===== src/rtl/logic_arb_pkg.sv =====
// Shared types and constants for the round-robin bitwise logic arbiter.
// Build option: LOGIC_ARB_STATS_EN enables per-requester grant counters.
package logic_arb_pkg;

    typedef enum logic [1:0] {
        OP_AND  = 2'b00,
        OP_OR   = 2'b01,
        OP_XOR  = 2'b10,
        OP_NAND = 2'b11
    } op_t;

    localparam int STAT_W = 16;

    function automatic int id_w(input int n);
        return (n < 2) ? 1 : $clog2(n);
    endfunction

endpackage


===== src/rtl/logic_op_unit.sv =====
// Shared combinational bitwise datapath: AND/OR/XOR/NAND at WIDTH bits.
module logic_op_unit
    import logic_arb_pkg::*;
#(
    parameter int WIDTH = 16
) (
    input  op_t              op,
    input  logic [WIDTH-1:0] a,
    input  logic [WIDTH-1:0] b,
    output logic [WIDTH-1:0] y
);

    always_comb begin
        y = '0;
        unique case (op)
            OP_AND:  y = a & b;
            OP_OR:   y = a | b;
            OP_XOR:  y = a ^ b;
            OP_NAND: y = ~(a & b);
            default: y = '0;
        endcase
    end

endmodule


===== src/rtl/logic_unit_arbiter.sv =====
// Round-robin arbiter sharing one logic_op_unit with a one-entry response register.
// Build option: LOGIC_ARB_STATS_EN builds saturating per-requester grant counters.
module logic_unit_arbiter
    import logic_arb_pkg::*;
#(
    parameter  int N_REQ = 4,
    parameter  int WIDTH = 16,
    localparam int IDW   = id_w(N_REQ)
) (
    input  logic                             clk,
    input  logic                             reset,
    input  logic [N_REQ-1:0]                 req_valid,
    output logic [N_REQ-1:0]                 req_ready,
    input  logic [N_REQ-1:0][1:0]            req_op,
    input  logic [N_REQ-1:0][WIDTH-1:0]      req_a,
    input  logic [N_REQ-1:0][WIDTH-1:0]      req_b,
    output logic                             rsp_valid,
    input  logic                             rsp_ready,
    output logic [IDW-1:0]                   rsp_id,
    output logic [WIDTH-1:0]                 rsp_data,
    output logic [N_REQ-1:0][STAT_W-1:0]     grant_count
);

    typedef enum logic {
        EMPTY = 1'b0,
        FULL  = 1'b1
    } state_t;

    state_t           state_q;
    state_t           state_d;
    logic [IDW-1:0]   last_q;
    logic [IDW-1:0]   gidx;
    logic             found;
    logic             can_accept;
    logic             accept;
    int               idx;
    op_t              op_sel;
    logic [WIDTH-1:0] a_sel;
    logic [WIDTH-1:0] b_sel;
    logic [WIDTH-1:0] y;

    assign can_accept = (state_q == EMPTY) || rsp_ready;
    assign accept     = found && can_accept;
    assign rsp_valid  = (state_q == FULL);

    // Search starts just past the last grant and wraps, so each requester
    // waits at most N_REQ-1 accepts.
    always_comb begin
        found     = 1'b0;
        gidx      = '0;
        idx       = 0;
        req_ready = '0;
        for (int k = 1; k <= N_REQ; k++) begin
            idx = (int'(last_q) + k) % N_REQ;
            if (!found && req_valid[IDW'(idx)]) begin
                found = 1'b1;
                gidx  = IDW'(idx);
            end
        end
        req_ready[gidx] = accept;
    end

    assign op_sel = op_t'(req_op[gidx]);
    assign a_sel  = req_a[gidx];
    assign b_sel  = req_b[gidx];

    logic_op_unit #(
        .WIDTH (WIDTH)
    ) u_op (
        .op (op_sel),
        .a  (a_sel),
        .b  (b_sel),
        .y  (y)
    );

    always_comb begin
        state_d = state_q;
        unique case (state_q)
            EMPTY:   if (accept) state_d = FULL;
            FULL:    if (rsp_ready && !accept) state_d = EMPTY;
            default: state_d = EMPTY;
        endcase
    end

    always_ff @(posedge clk or posedge reset) begin
        if (reset) begin
            state_q  <= EMPTY;
            rsp_data <= '0;
            rsp_id   <= '0;
            last_q   <= IDW'(N_REQ - 1);
        end else begin
            state_q <= state_d;
            if (accept) begin
                rsp_data <= y;
                rsp_id   <= gidx;
                last_q   <= gidx;
            end
        end
    end

`ifdef LOGIC_ARB_STATS_EN
    logic [N_REQ-1:0][STAT_W-1:0] cnt_q;

    always_ff @(posedge clk or posedge reset) begin
        if (reset) begin
            cnt_q <= '0;
        end else begin
            for (int i = 0; i < N_REQ; i++) begin
                if (req_valid[i] && req_ready[i] && (cnt_q[i] != '1))
                    cnt_q[i] <= cnt_q[i] + 1'b1;
            end
        end
    end

    assign grant_count = cnt_q;
`else
    assign grant_count = '0;
`endif

endmodule


===== config.mk =====
export PLATFORM = sky130hd
export DESIGN_NAME = logic_unit_arbiter
export DESIGN_NICKNAME = d
export VERILOG_FILES = /design/src/rtl/logic_arb_pkg.sv /design/src/rtl/logic_op_unit.sv /design/src/rtl/logic_unit_arbiter.sv
export SDC_FILE = /design/constraint.sdc
export NUM_CORES = 1
export LEC_CHECK = 0
export CORE_MARGIN = 2
export CORE_UTILIZATION = 41
export DETAILED_ROUTE_END_ITERATION = 8
export HOLD_SLACK_MARGIN = 0.05
export PLACE_DENSITY_LB_ADDON = 0.12
export SETUP_SLACK_MARGIN = 0.5
export SLEW_MARGIN = 10
export SYNTH_ARGS = -nofsm -noshare
export SYNTH_HDL_FRONTEND = slang
export SYNTH_SLANG_ARGS = --single-unit

===== constraint.sdc =====
create_clock -name clk -period 4.4 [get_ports clk]
set_clock_uncertainty 0.1 [all_clocks]
set_input_delay 0.66 -clock clk [delete_from_list [all_inputs] [get_ports clk]]
set_output_delay 0.66 -clock clk [all_outputs]
set_load 0.02 [all_outputs]

==> results of run 1 <==
-- cell type report --
| type | instances | area [um2] | area share [%] |
|---|---|---|---|
| Multi-Input combinational cell | 328 | 2640 | 50.2 |
| Timing Repair Buffer | 171 | 1720 | 32.7 |
| Sequential cell | 21 | 528 | 10.0 |
| Inverter | 50 | 188 | 3.57 |
| Tap cell | 108 | 135 | 2.57 |
| Clock buffer | 3 | 41.3 | 0.785 |
| Clock inverter | 1 | 5.00 | 0.0951 |
-- cell families (layout without fill, tap and decap cells) --
| logic type | Yosys count | count (layout) | share of synthesized area, % |
|---|---|---|---|
| mux | 105 | 105 | 29.6 |
| buf+inv | 138 | 225 | 21.8 |
| simple gates | 54 | 54 | 6.18 |
| flops | 21 | 21 | 14.2 |
| compound gates | 72 | 73 | 17.3 |
| other cells | 1 | 64 | 0.101 |
| fa+ha+maj | 32 | 32 | 10.8 |
-- metrics by stage --
| stage | utilization, % | setup slack, ps |
|---|---|---|
| 2_1_floorplan | - | 1470 |
| 3_3_place_gp | 59.3 | 647 |
| 3_5_place_dp | 59.3 | 604 |
| 4_1_cts | 59.9 | 584 |
| 5_1_grt | 60.0 | 659 |
| 6_report | 60.0 | 748 |
-- layer usage --
metal  part of all wire [%]  wire [um]  vias to the layer above  track usage [%]
li1                       -          -                     1678                -
met5                      0          0                        -                0
met1                     38       3830                     1608             21.1
met2                     54       5460                      141             37.4
met3                    6.3        633                       18             3.58
met4                    1.4        142                        0             5.06
-- Yosys cell counts, types with 2 or more instances --
library cell	n
a221oi_1	2
a31oi_1	2
ha_1	32
buf_6	3
o211ai_1	4
a211oi_2	8
clkbuf_1	6
o221ai_1	14
buf_4	68
o32a_1	14
mux2_2	17
inv_1	50
a211oi_1	20
dfrtp_1	19
dfstp_2	2
nor2_1	10
buf_2	10
a21o_1	2
mux2i_1	84
nand2_1	37
a21oi_1	4
mux2i_2	2
-- registers in the layout (all words and copies together), names as in the netlist --
name	cells
rsp_id	2
rsp_valid	1
rsp_data	16
last_q	2
-- worst max path at each step --
stage,slack (ps),start,end,cells past startpoint
after CTS,580,req_valid[3],req_ready[3],6
after floorplan,1470,req_valid[1],req_ready[0],6
after detailed placement,600,req_valid[3],req_ready[3],6
after global placement,650,req_valid[3],req_ready[3],6
final,750,req_valid[3],req_ready[2],6
after global routing,660,req_valid[3],req_ready[2],6
-- critical path: cells and delay by family --
kind / cells / cell delay [ps]
AOI/OAI and AO/OA: 1 / 380
buffers and inverters: 3 / 1510
and+or+nand+nor: 2 / 340
-- timing repair --
| action | 4_1_cts | 5_1_grt |
|---|---|---|
| endpoints found under the hold margin | 0 | 0 |
| setup endpoints to repair | 0 | 1 |
| gates resized for setup | 0 | 1 |
-- power breakdown --
part	internal, mW	switching, mW	total, mW
Combinational	0.653	0.698	1.35
Sequential	0.272	0.0540	0.326
Clock	0.0634	0.0724	0.136
Total	0.989	0.824	1.81
==> impl_metrics.csv, run 1 <==
group,metric,value,unit
run_status,status,"complete, no violations",
place,port_buffers,165,
worst_setup_path,cpMostUsedCell,"clkdlybuf4s50_1",
die,die_y,99.1,um
clock_tree,ctsLongestPathBuffers,2,
cells_and_area,postLayoutCellArea,5260,um2
die,start_util,42.3,%
die,fp.coreArea,8760,um2
place,placed_cell_area,5200,um2
route,wl_per_cell,14.8,um
die,std_cell_rows,34,
min_path,worstHoldStart,"rsp_id[1]",
clock_tree,tritoncts,"built",
sta,fmax,274,MHz
worst_setup_path,worst_setup_path_start_kind,"input port",
yosys,synth_ff_type,"dfrtp_1",
worst_setup_path,critical_path.slowest_cell,"clkdlybuf4s50_1",
worst_setup_path,setup.worst_path.end_class,"output port",
power_and_ir_drop,power_leakage,2.45,nW
cells_and_area,antenna_cells,0,
worst_setup_path,path_cells,"clkdlybuf4s50_1, nand3b_1, a31oi_4, buf_4, and3_1, clkdlybuf4s50_1",
yosys,mappedNetlistArea,3710,um2
yosys,netlist_instances,423,
yosys,synthTopCellsByArea,"mux2i_1, buf_4, dfrtp_1",
sta,post-route-period-util,83.0,%
worst_setup_path,slowest_delay,610,ps
clock_tree,insertion_delay,270,ps
cells_and_area,final_common_cell,"clkdlybuf4s50_1",
cells_and_area,finalNonFillerCells,682,
cells_and_area,syn_to_final_growth,41.9,%
yosys,synth_edf_count,0,
clock_tree,clock-sinks,21,
worst_setup_path,path_max_fanout,16,
route,vias,3445,
yosys,ys_seq_elements,21,
worst_setup_path,critical_path_arrival,2890,ps
yosys,yosys.area.top_type,"mux2i_1",
yosys,yosys_warnings,0,
worst_setup_path,cp_data_required_time,3640,ps
die,boundaryPins,230,
global_route,grt-ovfl-total,0,
yosys,ys_seq_area_share,14.2,%
power_and_ir_drop,ir_drop,0.157,mV
sta,final.setup.tns,0,ps
sta,hold_viol_final,0,
sta,finalSetupViolCount,0,
sta,min_period,3650,ps
min_path,min_to,"rsp_id[1]",
global_route,grt_max_degree,37,
sta,tightestPinTransition,947,ps
route,drt_first_pass_iters,4,
global_route,antenna_found_initial,0,
yosys,synth_area_per_cell,8.76,um2
route,drc,0,
clock_tree,cts_made_buffers,3,
clock_tree,postCtsSetupBuffers,0,
cells_and_area,fill_cells,830,
global_route,grt_pass1_wl,15900,um
worst_setup_path,worst_r2r_endpoint,"rsp_data[14]",
job,maxCapViolations,0,
sta,rsz0062_at_grt,"false",
worst_setup_path,worstSetupPathType,"in -> out",
die,dieArea,9820,um2
sta,maxSlewHeadroom,36.9,%
cells_and_area,drive_gt1_share,8.19,%
clock_tree,path_clk_slew,80,ps
min_path,min_path_cells,2,
global_route,grt_pass1_vias,3469,
power_and_ir_drop,total_power,1.81,mW
route,ant_nets,0,
global_route,track_usage,19.2,%
clock_tree,hold_buffers,0,
cells_and_area,layout.nets,750,
yosys,async_flop_share,100,%
min_path,hold_path.class,"reg -> reg",
worst_setup_path,r2r_start,"last_q[1]",
sta,worst_hold_slack,397,ps
die,die_w,99.1,um
route,viasPerCell,5.05,
yosys,yosysTopAreaCellShare,22.7,%
route,wl,10100,um
cells_and_area,final_cell_mix,"clkdlybuf4s50_1, mux2i_1, conb_1",
route,drtIter0Drc,71,
worst_setup_path,reg2reg_slack,1360,ps
worst_setup_path,rr_worst_depth,9,
clock_tree,cts-root-buf,"clkbuf_8",
place,dp_cells,677,
power_and_ir_drop,powerDensity,345,nW/um2
place,gp_congestion,0.761,
sta,slew_viol_final,0,
yosys,yosysUniqueCellTypes,35,
place,dpl.hpwl,7750,um
clock_tree,htreeDepth,1,
Note: power is estimated with default switching activity, not from simulation.
==> inputs of run 2 (changes only) <==
- CORE_UTILIZATION: 41 -> 38
- clock period: 4.4 -> 3.4 ns (I/O delays scaled with it)
==> run 2 against run 1 <==
  * Global-route usage is 1.1 points lower
  * Setup slack worse by 210 ps
  * Clock power is 30% higher
  * Non-clock buffer count is 27 higher
  * First-iteration DRC count is 130% higher
  * Clock-buffer cell count is 1 higher
  * Core utilization is 0.57 points higher
==> impl_metrics.csv, run 2 (synthesized netlist as in run 1, its figures left out) <==
group,metric,value,unit
worst_setup_path,setup.worst_path.end_class,"flip-flop",
worst_setup_path,worst_setup_path_start_kind,"input port",
cells_and_area,top_register,"rsp_data",
clock_tree,hold_buffers,0,
die,std_cell_rows,36,
route,wl_per_cell,15.0,um
clock_tree,clock-sinks,21,
global_route,grt_pass1_wl,15400,um
clock_tree,tritoncts,"built",
route,drtIter0Drc,162,
sta,fmax,349,MHz
worst_setup_path,reg2reg_slack,550,ps
sta,hold_viol_final,0,
sta,post-route-period-util,84.2,%
worst_setup_path,worstSetupPathType,"in -> reg",
worst_setup_path,cp_data_required_time,3460,ps
global_route,grt.met3_usage,3.59,%
power_and_ir_drop,power_leakage,2.70,nW
global_route,track_usage,18.1,%
power_and_ir_drop,p_switching,1.17,mW
power_and_ir_drop,p_seq_share,15.5,%
clock_tree,path_clk_slew,90,ps
route,viasPerCell,4.84,
place,port_buffers,165,
global_route,use_met1,19.4,%
cells_and_area,antenna_cells,0,
cells_and_area,layout.nets,776,
die,start_util,38.5,%
cells_and_area,drive_gt1_share,16.2,%
worst_setup_path,path_cells,"dlygate4sd2_1, nor2b_4, a21oi_2, o221a_4, clkbuf_16, buf_16, mux2i_1, mux2i_2, inv_1, ha_4, nand2_1, o221ai_1, o32a_1",
power_and_ir_drop,powerDensity,457,nW/um2
die,die_y,103,um
cells_and_area,largestRegisters,"rsp_data (16), last_q (2), rsp_id (2)",
global_route,grt_pass1_vias,3416,
cells_and_area,largest_reg_flops,16,
global_route,grt.busiest_layer,"met2",
clock_tree,cts_made_buffers,3,
sta,rsz0062_at_grt,"true",
die,die_w,103,um
sta,maxSlewHeadroom,39.3,%
place,dpl.hpwl,7920,um
clock_tree,cts-root-buf,"clkbuf_8",
job,maxCapViolations,0,
cells_and_area,finalNonFillerCells,733,
power_and_ir_drop,ir_drop,0.220,mV
die,fp.coreArea,9640,um2
route,drt_first_pass_iters,4,
power_and_ir_drop,internal_power,1.51,mW
sta,slew_viol_final,0,
worst_setup_path,r2r_start,"last_q[1]",
cells_and_area,utilization,60.6,%
sta,tightestPinTransition,910,ps
place,gp_congestion,0.753,
worst_setup_path,rr_worst_depth,11,
run_status,status,"complete, no violations",
min_path,min_path_cells,2,
clock_tree,ctsLongestPathBuffers,2,
worst_setup_path,worst_r2r_endpoint,"rsp_data[9]",
worst_setup_path,critical_path.slowest_cell,"o32a_1",
worst_setup_path,path_max_fanout,5,
power_and_ir_drop,p_sw_share,43.6,%
cells_and_area,final_cell_mix,"clkdlybuf4s50_1, mux2i_1, conb_1",
cells_and_area,syn_to_final_growth,57.6,%
sta,finalSetupViolCount,0,
min_path,worstHoldStart,"rsp_id[1]",
route,wl,11000,um
sta,min_period,2860,ps
power_and_ir_drop,combPwrFrac,77.9,%
cells_and_area,final_common_cell,"clkdlybuf4s50_1",
min_path,hold_path.class,"reg -> reg",
global_route,grt-ovfl-total,0,
die,dieArea,10600,um2
global_route,antenna_found_initial,0,
global_route,grt_max_degree,33,
place,dp_cells,709,
power_and_ir_drop,clkPwrFrac,6.6,%
min_path,min_to,"rsp_id[1]",
worst_setup_path,critical_path_arrival,2920,ps
clock_tree,insertion_delay,260,ps
worst_setup_path,slowest_delay,350,ps
die,boundaryPins,230,
global_route,use_met2,36.6,%
sta,final.setup.tns,0,ps
route,ant_nets,0,
clock_tree,htreeDepth,1,
route,drc,0,
route,vias,3549,
==> run 2: cell types whose count changed in the layout (fill, tap and decap cells not counted), sizes merged, moves of 2 or more <==
cell and change:
buf +22, clkbuf +6, clkdlybuf4s50 -7, dlygate4sd2 +4, dlymetal6s2s +2
==> run 2: metrics by stage <==
step	setup WS, ps	hold WS [ps]	power, mW	instance area, um2
finish	539	390	2.67	5840
detailed placement	-60.4	373	2.24	5320
floorplan	560	385	1.66	3940
global placement	38.9	369	2.18	5320
CTS	387	395	2.48	5470
global route	372	428	2.87	5840
==> run 2: repair_timing <==
action | CTS | global route
buffers inserted | 6 | 7
resized for setup | 12 | 39
gates cloned | 1 | 6
setup endpoints to repair | 20 | 19
pin swaps | 1 | 10
==> run 2: power by group through the flow <==
stage / logic, mW / registers [mW] / clock network, mW
after floorplan: 1.13 / 0.526 / 0
after global placement: 1.77 / 0.415 / 0
after detailed placement: 1.82 / 0.420 / 0
after CTS: 1.88 / 0.414 / 0.183
after global routing: 2.26 / 0.429 / 0.188
final: 2.08 / 0.414 / 0.177
==> run 2: final cells by class <==
| type | instances | area [um2] |
|---|---|---|
| clock buffers | 4 | 45.0 |
| fillers | 874 | 3800 |
| inverters | 50 | 190 |
| multi-input cells | 327 | 2770 |
| flip-flops and latches | 21 | 528 |
| well taps | 133 | 166 |
| repair buffers | 198 | 2140 |
==> run 2: worst max path at each step <==
| stage | startpoint | end | slack (ps) | cells after the start |
|---|---|---|---|---|
| after floorplan | last_q[1] | rsp_data[15] | 560 | 10 |
| after global placement | req_valid[0] | rsp_data[9] | 40 | 12 |
| after detailed placement | req_valid[1] | rsp_data[9] | -60 | 12 |
| after CTS | last_q[1] | req_ready[2] | 390 | 5 |
| after global routing | last_q[1] | rsp_data[9] | 370 | 11 |
| final | req_valid[1] | rsp_data[9] | 540 | 13 |
==> run 2: worst max-delay path: cells and delay by family <==
kind,cells,cell delay [ps]
AO/OA/AOI/OAI,4,820
adder cells (fa/ha/maj),1,230
AND/OR/NAND/NOR,2,260
buffers and inverters,4,720
multiplexers,2,360
==> run 2: per-layer routing <==
| layer | part of all wire (%) | vias up |
|---|---|---|
| li1 | - | 1732 |
| met1 | 38 | 1691 |
| met2 | 55 | 120 |
| met3 | 6.5 | 6 |
| met4 | 0.95 | 0 |
| met5 | 0 | - |
